==> config.mk <==
export PLATFORM = sky130hd
export DESIGN_NAME = reg_file_ckpt
export DESIGN_NICKNAME = d
export VERILOG_FILES = /design/src/rtl/reg_file_ckpt.sv
export SDC_FILE = /design/constraint.sdc
export NUM_CORES = 2
export LEC_CHECK = 0
export CAP_MARGIN = 20
export CORE_MARGIN = 5
export CORE_UTILIZATION = 37
export CTS_BUF_LIST = sky130_fd_sc_hd__clkbuf_16
export DETAILED_ROUTE_END_ITERATION = 10
export PLACE_DENSITY = 0.56
export SKIP_LAST_GASP = 1
export SYNTH_ARGS = -nofsm -noshare
export SYNTH_HDL_FRONTEND = slang
export SYNTH_SLANG_ARGS = --single-unit
==> constraint.sdc <==
create_clock -name clk -period 6.7 [get_ports clk]
set_input_delay 1.34 -clock clk [delete_from_list [all_inputs] [get_ports clk]]
set_output_delay 1.34 -clock clk [all_outputs]
set_load 0.05 [all_outputs]
==> src/rtl/reg_file_ckpt.sv <==
// Rename register file: architectural values, per-register ROB-tag table, operand
// bypass from ROB/CDB, and branch checkpoints of the tag table with nested-restore masks.
module reg_file_ckpt #(
  parameter int XLEN   = 32,
  parameter int REG_BW = 5,
  parameter int ROB_BW = 4,
  parameter int NCDB   = 2,
  parameter int NCKPT  = 4,
  parameter int CK_BW  = 2
) (
  input  logic                   clk,
  input  logic                   rst,
  input  logic                   rdy,
  input  logic [REG_BW-1:0]      rs1,
  input  logic [REG_BW-1:0]      rs2,
  output logic [XLEN-1:0]        v1,
  output logic [XLEN-1:0]        v2,
  output logic [ROB_BW-1:0]      q1,
  output logic [ROB_BW-1:0]      q2,
  output logic [ROB_BW-1:0]      rob_q1,
  output logic [ROB_BW-1:0]      rob_q2,
  input  logic                   rob_rdy1,
  input  logic                   rob_rdy2,
  input  logic [XLEN-1:0]        rob_val1,
  input  logic [XLEN-1:0]        rob_val2,
  input  logic [NCDB-1:0]        cdb_valid,
  input  logic [NCDB*ROB_BW-1:0] cdb_tag,
  input  logic [NCDB*XLEN-1:0]   cdb_val,
  input  logic                   cm_valid,
  input  logic [REG_BW-1:0]      cm_rd,
  input  logic [ROB_BW-1:0]      cm_tag,
  input  logic [XLEN-1:0]        cm_val,
  input  logic                   rn_valid,
  input  logic [REG_BW-1:0]      rn_rd,
  input  logic [ROB_BW-1:0]      rn_tag,
  input  logic                   ck_alloc,
  output logic [CK_BW-1:0]       ck_id,
  output logic                   ck_full,
  input  logic                   ck_free_valid,
  input  logic [CK_BW-1:0]       ck_free_id,
  input  logic                   rs_valid,
  input  logic [CK_BW-1:0]       rs_id,
  input  logic                   flush
);

  localparam int NREG = 2 ** REG_BW;

  logic [XLEN-1:0]   reg_val  [NREG];
  logic [ROB_BW-1:0] tag      [NREG];
  logic [ROB_BW-1:0] snap     [NCKPT][NREG];
  logic [NCKPT-1:0]  ck_valid;
  logic [NCKPT-1:0]  young    [NCKPT];

  logic              cm_hit, rn_hit, do_alloc, do_free;
  logic [ROB_BW-1:0] tag_nx   [NREG];
  logic [ROB_BW-1:0] rs_tag   [NREG];
  logic [NCKPT-1:0]  valid_nx, rs_mask;
  logic [NCKPT-1:0]  young_nx [NCKPT];

  // Returns {value, tag}; the lowest-index matching CDB channel wins.
  function automatic logic [XLEN+ROB_BW-1:0] resolve(
    input logic [REG_BW-1:0]      rs,
    input logic [ROB_BW-1:0]      t,
    input logic [XLEN-1:0]        rv,
    input logic                   rrdy,
    input logic [XLEN-1:0]        rval,
    input logic [NCDB-1:0]        cv,
    input logic [NCDB*ROB_BW-1:0] ct,
    input logic [NCDB*XLEN-1:0]   cval
  );
    logic [XLEN-1:0] v;
    logic [ROB_BW-1:0] q;
    logic hit;
    logic [XLEN-1:0] hv;
    hit = 1'b0;
    hv  = '0;
    for (int k = NCDB - 1; k >= 0; k--) begin
      if (cv[k] && ct[k*ROB_BW +: ROB_BW] == t) begin
        hit = 1'b1;
        hv  = cval[k*XLEN +: XLEN];
      end
    end
    v = '0;
    q = '0;
    if (rs == '0)        v = '0;
    else if (t == '0)    v = rv;
    else if (rrdy)       v = rval;
    else if (hit)        v = hv;
    else                 q = t;
    return {v, q};
  endfunction

  assign {v1, q1} = resolve(rs1, tag[rs1], reg_val[rs1], rob_rdy1, rob_val1, cdb_valid, cdb_tag, cdb_val);
  assign {v2, q2} = resolve(rs2, tag[rs2], reg_val[rs2], rob_rdy2, rob_val2, cdb_valid, cdb_tag, cdb_val);
  assign rob_q1   = tag[rs1];
  assign rob_q2   = tag[rs2];

  assign cm_hit  = cm_valid && (cm_rd != '0);
  assign rn_hit  = rn_valid && (rn_rd != '0);
  assign ck_full = &ck_valid;

  // NOTE: every variable gets a default at the top of always_comb so no path can infer a latch.
  always_comb begin
    for (int i = 0; i < NREG; i++) begin
      tag_nx[i] = tag[i];
      rs_tag[i] = snap[rs_id][i];
      if (cm_hit && cm_rd == REG_BW'(i)) begin
        if (tag[i] == cm_tag)         tag_nx[i] = '0;
        if (snap[rs_id][i] == cm_tag) rs_tag[i] = '0;
      end
      if (rn_hit && rn_rd == REG_BW'(i)) tag_nx[i] = rn_tag;
    end
    tag_nx[0] = '0;
    rs_tag[0] = '0;
  end

  always_comb begin
    ck_id = '0;
    for (int k = NCKPT - 1; k >= 0; k--) begin
      if (!ck_valid[k]) ck_id = CK_BW'(k);
    end
  end

  // Checkpoint bookkeeping for a normal cycle; ck_id is taken before any free lands.
  always_comb begin
    valid_nx = ck_valid;
    young_nx = young;
    do_alloc = ck_alloc && !ck_full;
    do_free  = ck_free_valid && ck_valid[ck_free_id];
    if (do_alloc) begin
      for (int j = 0; j < NCKPT; j++) begin
        if (ck_valid[j]) young_nx[j][ck_id] = 1'b1;
      end
      young_nx[ck_id] = '0;
      valid_nx[ck_id] = 1'b1;
    end
    if (do_free) begin
      valid_nx[ck_free_id] = 1'b0;
      for (int j = 0; j < NCKPT; j++) young_nx[j][ck_free_id] = 1'b0;
    end
  end

  always_comb begin
    rs_mask        = young[rs_id];
    rs_mask[rs_id] = 1'b1;
  end

  // NOTE: state registers use non-blocking assignments only; the combinational blocks above use blocking.
  always_ff @(posedge clk) begin
    if (rst) begin
      // NOTE: snapshots are reset too so a restore can never load unknown tags.
      for (int i = 0; i < NREG; i++) begin
        reg_val[i] <= '0;
        tag[i]     <= '0;
        for (int k = 0; k < NCKPT; k++) snap[k][i] <= '0;
      end
      ck_valid <= '0;
      for (int k = 0; k < NCKPT; k++) young[k] <= '0;
    end else if (rdy) begin
      if (flush) begin
        for (int i = 0; i < NREG; i++) tag[i] <= '0;
        ck_valid <= '0;
        for (int k = 0; k < NCKPT; k++) young[k] <= '0;
      end else begin
        if (cm_hit) reg_val[cm_rd] <= cm_val;
        for (int k = 0; k < NCKPT; k++) begin
          for (int i = 0; i < NREG; i++) begin
            if (cm_hit && cm_rd == REG_BW'(i) && snap[k][i] == cm_tag) snap[k][i] <= '0;
          end
        end
        if (rs_valid) begin
          for (int i = 0; i < NREG; i++) tag[i] <= rs_tag[i];
          ck_valid <= ck_valid & ~rs_mask;
          for (int k = 0; k < NCKPT; k++) young[k] <= young[k] & ~rs_mask;
        end else begin
          for (int i = 0; i < NREG; i++) tag[i] <= tag_nx[i];
          ck_valid <= valid_nx;
          for (int k = 0; k < NCKPT; k++) young[k] <= young_nx[k];
          if (do_alloc) begin
            for (int i = 0; i < NREG; i++) snap[ck_id][i] <= tag_nx[i];
          end
        end
      end
    end
  end

endmodule

==> key figures <==
Synthesis
  • Synth warnings: 0
  • #FFs+latches synth: about 1,700
  • Synth Area in XOR/XNOR: 0.0689
  • Main combinational cell family by area after synthesis: multiplexers
  • Synth area leaders: edfxtp_1 (52%), mux4_2 (19%), xnor2_1 (4.9%), and2_1 (4.2%), nor2_1 (2.7%)
  • Syn Inst Count: 7,215
  • Synth top area share: 0.517
  • Mapped Avg Cell Area: around 13 um2
  • Proportion of synthesized area in mux cells: 0.198
  • Simple-Gate Fraction of Synth Area: 0.142
  • FFs w/ async S/R, synth: 0
  • EDFF count, synth: ~1,600
  • Synth Area in Adders: 0
  • Synth area leader: edfxtp_1
  • Register area share after synthesis: 0.520
  • Post-synthesis compound-gate area fraction: 0.0415
  • Mapped cell area: approximately 0.096 mm2
  • Netlist cell types: 81
  • Prevailing post-synth register cell: edfxtp_1

Routing
  • Routed vias: ~67,000
  • Routed WL: around 360 mm
  • 1st-iter DRT viols: around 9,000
  • DRC viols: 0
  • Vias/cell: about 6.2
  • First-pass DRT Iterations: 6
  • Final antenna-violating net count: 0
  • Wire length per cell: approximately 33 um

Worst setup path
  • CP Capture Type: output pin
  • CP delay by family, top: simple AND/OR/NAND/NOR gates
  • CP Launch Point: rs2[3]
  • Worst path depth: 11
  • R2r endpoint: snap[3][111]
  • Cells on worst reg2reg path: 6
  • Largest stage delay, worst path: between 700 and 800 ps
  • Cell with the most instances on the worst path: buf_4
  • Slowest stage cell, crit path: or4_4
  • Startpoint type of the worst setup path: primary input
  • Worst-path cell chain: clkdlybuf4s50_1 > buf_4 > or4b_1 > nand4_1 > or3_1 > inv_2 > or4_4 > buf_4 > o21ai_1 > a41oi_1 > buf_12
  • Flop-to-flop setup slack: approximately 2900 ps
  • Crit path capture: v2[14]
  • Critical path class: primary input to output pin
  • Crit path DAT: 5270 ps
  • WP data required: around 5400 ps
  • Start of the worst register-to-register path: ck_valid[3]
  • Worst path bufs/invs: 5
  • Crit-path max FO: 32

Die
  • Num rows: ~190
  • Number of top-level pins: ~300
  • Core ar.: 0.257 mm2
  • Starting Density: 0.372
  • Die Wd: a little over 500 um
  • Die height: between 500 and 600 um
  • Die area: 0.269 mm2

Placement
  • Port Buffer Count: a little under 300
  • DP Worst Slack: between 100 and 150 ps
  • Hpwl dp: ~220 mm
  • Routability cong.: 0.930

Pwr
  • VDD IR-drop max: 0.282 mV
  • Seq pwr share: 0.463
  • Sw frac: 0.275
  • Lkg Pwr: 37.5 nW
  • Clk network pwr share: 0.379
  • Int Power: a little under 20 mW
  • P_sw: between 7 and 8 mW
  • Comb pwr share: 0.158
  • Pwr/cell area: 243 mW/mm2

STA
  • RSZ-0062 raised after global routing: false
  • Tcrit/Tclk final: 0.987
  • Number of failing hold endpoints at the final stage: 0
  • Max-slew violations: 0
  • Achievable Freq: between 0.15 and 0.2 GHz
  • Final setup vio count: 0
  • Slack of the critical path: approximately 90 ps
  • Slew @ Worst Pin: 1280 ps
  • Setup TNS: 0 ps
  • Max_slew headroom: 0.147
  • Final Critical Period: between 6000 and 7000 ps
  • Final Skew: 64.8 ps

Final layout
  • Fill count: roughly 23,000
  • Area Overhead vs Synth: 14.2%
  • Area of the multi-input gates: about 0.044 mm2
  • Net count, final: 7,435
  • Layout cells sized above 1: 0.201
  • FF/Latch Area: between 0.04 and 0.05 mm2

Worst hold path
  • Worst hold path class: flip-flop to flip-flop

Clocking
  • CTS Buf Count: 187
  • Clock-pin slew on the worst setup and hold paths: 60 ps
  • Root buf cell: clkbuf_16
  • Postcts setup bufs: 0
  • CTS tree: done
  • Clk Latency, worst-skew pair: between 800 and 900 ps
  • Clock net sink count: approximately 1,700
  • H-tree depth: 4
  • CTS max path bufs: 3

GRT
  • Gr usage total: 0.260
  • Pin count of the biggest net entering global routing: 211
  • GR Overflow Total: 0
  • First-pass GRT wire length: between 500 and 600 mm
  • Vias in the first global route: 67,200
  • Initial antenna violation count: 73

Run status
  • Outcome: finished, final reports clean

Job
  • MaxCap Viol Count: 0
-- cells in the final DEF, fill, tap and decap left out, types with 44 or more instances in the layout --
cell type | synthesis | layout
mux4_2 | 796 | 796
buf_4 | 6 | 161
inv_1 | 10 | 46
mux2i_1 | 70 | 70
nor3_1 | 67 | 51
clkbuf_16 | 0 | 189
nand2_1 | 496 | 495
nand4_1 | 136 | 136
xor2_1 | 213 | 213
buf_12 | 0 | 103
clkdlybuf4s50_1 | 0 | 200
a21oi_1 | 45 | 44
diode_2 | 0 | 45
and2_1 | 647 | 647
a31oi_1 | 44 | 44
edfxtp_1 | 1644 | 1644
o21ai_0 | 153 | 153
and3_1 | 355 | 355
a22o_1 | 112 | 112
nand3_1 | 121 | 121
xnor2_1 | 539 | 539
nor2_1 | 688 | 670
clkinv_1 | 0 | 50
-- cell families (layout without fill, tap and decap cells) --
family                 after synthesis  count (layout)
AO/OA/AOI/OAI                      541             541
XOR/XNOR                           752             752
buffers and inverters              716             839
AND/OR/NAND/NOR                   2657            2657
multiplexers                       888             888
flip-flops                        1660            1660
other                                1              77
-- worst min-delay path by stage --
stage | to | cells after the start | slack [ps] | start
CTS | young[8] | 2 | 480 | young[8]
global placement | young[5] | 2 | 470 | young[5]
floorplan | young[13] | 2 | 450 | young[13]
detailed placement | young[8] | 2 | 470 | young[8]
finish | young[8] | 2 | 480 | young[8]
global route | young[8] | 2 | 500 | young[8]
-- cells in the mapped netlist, drive strengths merged (44+ instances only) --
cell type	count
nand4	136
a21oi	45
mux2i	70
and3	355
nand2	496
nor3	67
nor2	688
clkbuf	546
edfxtp	1644
o21ai	182
a221oi	69
a31oi	44
and2	648
mux4	799
buf	156
a22o	112
xnor2	539
xor2	213
nand3	121
-- power groups by stage --
| stage | clock network [mW] | registers, mW | logic, mW |
|---|---|---|---|
| floorplan | 0 | 12.3 | 2.55 |
| global placement | 0 | 12.4 | 4.13 |
| detailed placement | 0 | 12.5 | 4.16 |
| CTS | 10.2 | 12.2 | 4.17 |
| global route | 10.6 | 12.3 | 4.35 |
| finish | 10.0 | 12.3 | 4.20 |
-- what timing repair did --
action / 4_1_cts / 5_1_grt
setup endpoints to repair: 0 / 30
hold buffers: 0 / 0
resized for setup: 0 / 1
-- metal layers --
metal,part of all wire,track usage,up-vias
met5,0.00033,0,-
li1,-,-,27300
met3,0.099,0.0541,856
met4,0.063,0.145,20
met2,0.47,0.413,4007
met1,0.37,0.334,34700
-- sequential cells by signal, summed over array words and instances (netlist names) --
name	count
snap	496
reg_val	1024
tag	124
young	12
ck_valid	4
-- per-stage QoR --
stage | cells | hold slack, ps | instance area [um2] | util | power (mW)
floorplan | 7246 | 450 | 95700 | - | 14.9
global placement | 10400 | 467 | 103000 | 0.401 | 16.6
detailed placement | 10400 | 473 | 103000 | 0.401 | 16.6
CTS | 10700 | 482 | 109000 | 0.424 | 26.6
global route | 10800 | 500 | 109000 | 0.425 | 27.2
finish | 10800 | 484 | 109000 | 0.425 | 26.5
-- tightest hold or removal path, cell delays in order, from the launching register on --
cell and delay (ps):
dfxtp_1 310, o21ai_0 70, a21oi_1 60
-- layout make-up --
class                           count  share of cell area
Multi-Input combinational cell   4870               0.399
Clock buffer                      189              0.0433
Tap cell                         3384              0.0388
Sequential cell                  1660               0.455
Inverter                           14            0.000527
Antenna cell                       45             0.00103
Clock inverter                    147              0.0106
Timing Repair Buffer              489              0.0515
No activity file was read; power rests on OpenSTA's default activity.
